===== src/rtl/tap_decoder.sv =====
// Groups single-cycle rise_edge pulses into bursts and reports the tap count
// (saturating, with overflow) once a burst has been quiet for GAP_CYCLES cycles.
module tap_decoder #(
  parameter int GAP_CYCLES = 16,
  parameter int MAX_TAPS   = 3,
  parameter int TAP_W      = 2
) (
  input  logic             clk,
  input  logic             rst_n,
  input  logic             rise_edge,
  input  logic             en,
  output logic             tap_valid,
  output logic [TAP_W-1:0] tap_count,
  output logic             overflow,
  output logic             busy
);

  localparam int                GW       = $clog2(GAP_CYCLES);
  localparam logic [GW-1:0]     GAP_LAST = GW'(GAP_CYCLES - 1);
  localparam logic [TAP_W-1:0]  CNT_MAX  = TAP_W'(MAX_TAPS);

  typedef enum logic {IDLE = 1'b0, COUNT = 1'b1} state_t;

  state_t           state, state_d;
  logic [TAP_W-1:0] cnt, cnt_d;
  logic             ovf, ovf_d;
  logic [GW-1:0]    gap, gap_d;
  logic             valid_d, ovf_out_d;
  logic [TAP_W-1:0] count_d;
  logic             tap, burst_end;

  assign tap       = rise_edge & en;
  // A tap on the last quiet cycle wins over the burst end and extends it.
  assign burst_end = (state == COUNT) && !tap && (gap == GAP_LAST);
  assign busy      = (state == COUNT);

  always_ff @(posedge clk or negedge rst_n) begin
    if (!rst_n) begin
      state     <= IDLE;
      cnt       <= '0;
      ovf       <= 1'b0;
      gap       <= '0;
      tap_valid <= 1'b0;
      tap_count <= '0;
      overflow  <= 1'b0;
    end else begin
      state     <= state_d;
      cnt       <= cnt_d;
      ovf       <= ovf_d;
      gap       <= gap_d;
      tap_valid <= valid_d;
      tap_count <= count_d;
      overflow  <= ovf_out_d;
    end
  end

  always_comb begin
    state_d = state;
    case (state)
      IDLE:    if (tap)       state_d = COUNT;
      COUNT:   if (burst_end) state_d = IDLE;
      default:                state_d = IDLE;
    endcase
  end

  always_comb begin
    cnt_d     = cnt;
    ovf_d     = ovf;
    gap_d     = gap;
    valid_d   = 1'b0;
    count_d   = tap_count;
    ovf_out_d = overflow;
    if (state == IDLE) begin
      if (tap) begin
        cnt_d = TAP_W'(1);
        ovf_d = 1'b0;
        gap_d = '0;
      end
    end else if (tap) begin
      if (cnt < CNT_MAX) cnt_d = cnt + 1'b1;
      else               ovf_d = 1'b1;
      gap_d = '0;
    end else if (burst_end) begin
      valid_d   = 1'b1;
      count_d   = cnt;
      ovf_out_d = ovf;
    end else begin
      gap_d = gap + 1'b1;
    end
  end

endmodule


===== config.mk =====
export PLATFORM = sky130hd
export DESIGN_NAME = tap_decoder
export DESIGN_NICKNAME = d
export VERILOG_FILES = /design/src/rtl/tap_decoder.sv
export SDC_FILE = /design/constraint.sdc
export NUM_CORES = 1
export LEC_CHECK = 0
export CORE_AREA = 2 2 39 41
export CTS_CLUSTER_SIZE = 24
export DETAILED_ROUTE_END_ITERATION = 16
export DIE_AREA = 0 0 41 43
export DONT_BUFFER_PORTS = 1
export PLACE_DENSITY = 0.66
export SKIP_LAST_GASP = 1
export SLEW_MARGIN = 0
export SYNTH_ARGS = -nofsm -noshare
export SYNTH_HDL_FRONTEND = slang
export SYNTH_SLANG_ARGS = --single-unit

===== constraint.sdc =====
create_clock -name clk -period 1.7 [get_ports clk]
set_input_delay 0.34 -clock clk [delete_from_list [all_inputs] [get_ports clk]]
set_output_delay 0.34 -clock clk [all_outputs]
set_load 0.05 [all_outputs]

==> reports/qor.csv <==
stage,metric,value,unit
final_layout,Synth-to-Final Area Change,7.24,%
clock_tree,later-pin clock latency in the skew report,0.27,ns
placed_design,Port Buffers,0,
worst_hold_path,hold path endpoint,busy,
global_route,initial antenna violation count,0,
critical_path,CP Capture Type,flop,
power_and_ir_drop,Tot Pwr,0.00100,W
sta,Tmin final,1.40,ns
placed_design,dpl cell area,579,µm²
route,vias per cell,5.63,
power_and_ir_drop,internal power,0.000609,W
final_layout,Final Cell Area,612,µm²
run,max-capacitance violation count,0,
sta,Setup TNS,0,ns
sta,FMAX,716,MHz
clock_tree,H-tree Lvls,1,
die,Starting Density,0.412,
clock_tree,clock slew at reported path FFs,0.07,ns
route,1st-iter DRT viols,7,
final_layout,register area,300,µm²
sta,final hold violation count,0,
die,core footprint,0.00138,mm²
critical_path,R2R Setup Slk,0.30,ns
clock_tree,clk buf depth,2,
final_layout,Nets,60,
clock_tree,Post-CTS Setup Repair Bufs,0,
route,Highest Signal Layer,met4,
route,Final ANT Viol Nets,0,
critical_path,worst path arrival time,1.55,ns
global_route,vias in the first global route,382,
power_and_ir_drop,"IR drop worst, VDD",0.606,mV
worst_hold_path,launch point of the worst hold path,en,
die,chip width,41,µm
placed_design,Post-DP HPWL,691,µm
critical_path,worst-path fanout max,5,
logic_synthesis,synth warn,0,
power_and_ir_drop,Static Leak,0.268,nW
worst_hold_path,Min-Delay Path Class,in -> reg,
critical_path,RR Endpoint,tap_count[1],
logic_synthesis,Synth Register Bits,12,
die,IO Pins,9,
clock_tree,clock sink count,12,
logic_synthesis,Unique masters post-synth,23,
power_and_ir_drop,Sw Ratio,0.392,
logic_synthesis,syn_area_per_cell,11.6,µm²
critical_path,Reg2Reg Depth,4,
critical_path,Reg-to-Reg Start,gap[0],
logic_synthesis,mapped cell area,571,µm²
final_layout,number of fill cells in the layout,129,
logic_synthesis,Mapped Nets,55,
clock_tree,root buffer cell,clkbuf_4,
die,Die Area,0.00176,mm²
sta,Final Setup Violations,0,
route,Met3 Wirelength,40,µm
sta,Final Skew,0.00362,ns
placed_design,Placer Congestion,0.747,
global_route,GRT Total Usage,0.147,
route,M1 WL,414,µm
global_route,largest net degree at the start of global routing,13,
sta,headroom to the max-slew limit,0.659,
sta,final period utilization,0.822,
route,DR WL/cell,13.9,µm
route,TritonRoute pass-1 iters,4,
global_route,total gr overflow,0,
critical_path,Startpoint Class,flop,
route,Post-Route WL,945,µm
sta,Slew Limit Fails,0,
die,num rows,14,
die,Die Y,43,µm
sta,RSZ-0062 raised after global routing,false,
final_layout,ANT cells,0,
final_layout,Multi-input gate area,244,µm²
global_route,first-pass GRT wire length,1620,µm
final_layout,layout cell share with drive strength beyond 1,0.212,
power_and_ir_drop,P_sw,0.000393,W
logic_synthesis,sequential fraction of the synthesis area,0.526,
route,DR WL met2,455,µm
route,Vias,383,
critical_path,Required @ worst endpoint,1.86,ns
logic_synthesis,Post-Synthesis Cells,49,
clock_tree,TritonCTS Buffers,3,
power_and_ir_drop,combinational share of power,0.260,
critical_path,Setup CP Type,reg -> reg,
clock_tree,post-CTS sizing,0,
run_status,status,"complete, no violations",
power_and_ir_drop,pwr dens,1640,mW/mm²
clock_tree,CTS tree,done,
power_and_ir_drop,Sequential Power Share,0.573,
route,DR DRC count,0,
power_and_ir_drop,Clk network pwr share,0.167,
sta,worst-margin pin slew,0.510,ns
worst_hold_path,hold-critical path depth,2,
cell usage in the layout, fill, tap and decap left out, drive strengths merged, types with 2 or more instances in the layout:
master / instances
nor2: 2
o21ai: 4
nand3: 2
ha: 2
dfrtp: 12
mux2: 3
nand2: 2
a21oi: 6
nand4: 2
clkbuf: 3
inv: 2
nor3: 2
power groups by stage:
stage / registers [W] / logic (W) / clock network (W)
global placement: 0.000575 / 0.000247 / 0
finish: 0.000574 / 0.000261 / 0.000168
floorplan: 0.000559 / 0.000220 / 0
CTS: 0.000575 / 0.000266 / 0.000174
detailed placement: 0.000580 / 0.000257 / 0
global route: 0.000589 / 0.000303 / 0.000193
critical path: stages, from the launching register on:
cell and delay, ns:
dfrtp_1 0.38, ha_1 0.24, nand4_1 0.16, nor2_4 0.18
mux2_4 0.32
sequential cells by signal, summed over array words and instances (netlist names):
register	flops
busy	1
cnt	2
gap	4
overflow	1
ovf	1
tap_count	2
tap_valid	1
routing by layer:
| metal | vias up | global-route usage |
|---|---|---|
| met4 | 0 | 0.140 |
| li1 | 184 | - |
| met2 | 8 | 0.200 |
| met1 | 187 | 0.168 |
| met5 | - | 0 |
| met3 | 4 | 0.0471 |
synth_stat cells:
cell	count	area share
nor2_1	1	0.0066
o21ai_0	4	0.035
or3_1	1	0.011
nand2_1	2	0.013
nand3b_1	1	0.013
nor2_4	1	0.020
and2_4	1	0.015
buf_6	1	0.020
dfrtp_1	12	0.53
nand4_1	2	0.022
a22o_1	1	0.015
nand3_1	2	0.018
nor3_1	2	0.018
inv_1	1	0.0066
a211oi_1	1	0.013
mux2_4	3	0.079
buf_4	1	0.013
mux2i_1	1	0.018
and4_1	1	0.015
inv_2	1	0.0066
a21oi_1	6	0.053
and3_4	1	0.020
ha_1	2	0.044
cell type report:
type / count / area share
tap: 16 / 0.0327
clock buffer: 3 / 0.0368
sequential: 12 / 0.491
timing repair buffer: 2 / 0.0286
inverter: 2 / 0.0123
multi-input combinational: 33 / 0.399
what timing repair did:
action	4_1_cts	5_1_grt
hold buffers	1	0
setup endpoints to repair	0	0
endpoints found under the hold margin	12	0
worst max path at each step:
stage	from	to	slack, ns	cells after the start
after floorplan	busy	overflow	0.16	4
after global placement	gap[0]	tap_count[1]	0.33	4
after detailed placement	gap[0]	tap_count[1]	0.30	4
after CTS	gap[0]	tap_count[1]	0.30	4
after global routing	gap[0]	tap_count[1]	0.21	4
final	gap[0]	tap_count[1]	0.30	4
kinds of logic after synthesis:
| family | synth area share |
|---|---|
| flip-flops | 0.526 |
| adder cells (fa/ha/maj) | 0.0439 |
| buffers and inverters | 0.0460 |
| AO/OA/AOI/OAI | 0.116 |
| multiplexers | 0.0965 |
| AND/OR/NAND/NOR | 0.171 |
through the flow:
stage,cells,worst slack [ns],hold slack (ns),util
3_3_place_gp,64,0.333,0.0447,0.419
6_report,68,0.303,0.238,0.442
5_1_grt,68,0.213,0.246,0.442
3_5_place_dp,64,0.301,0.0446,0.419
2_1_floorplan,49,0.156,0.0444,-
4_1_cts,68,0.296,0.229,0.442
No activity file was read; power rests on OpenSTA's default activity.
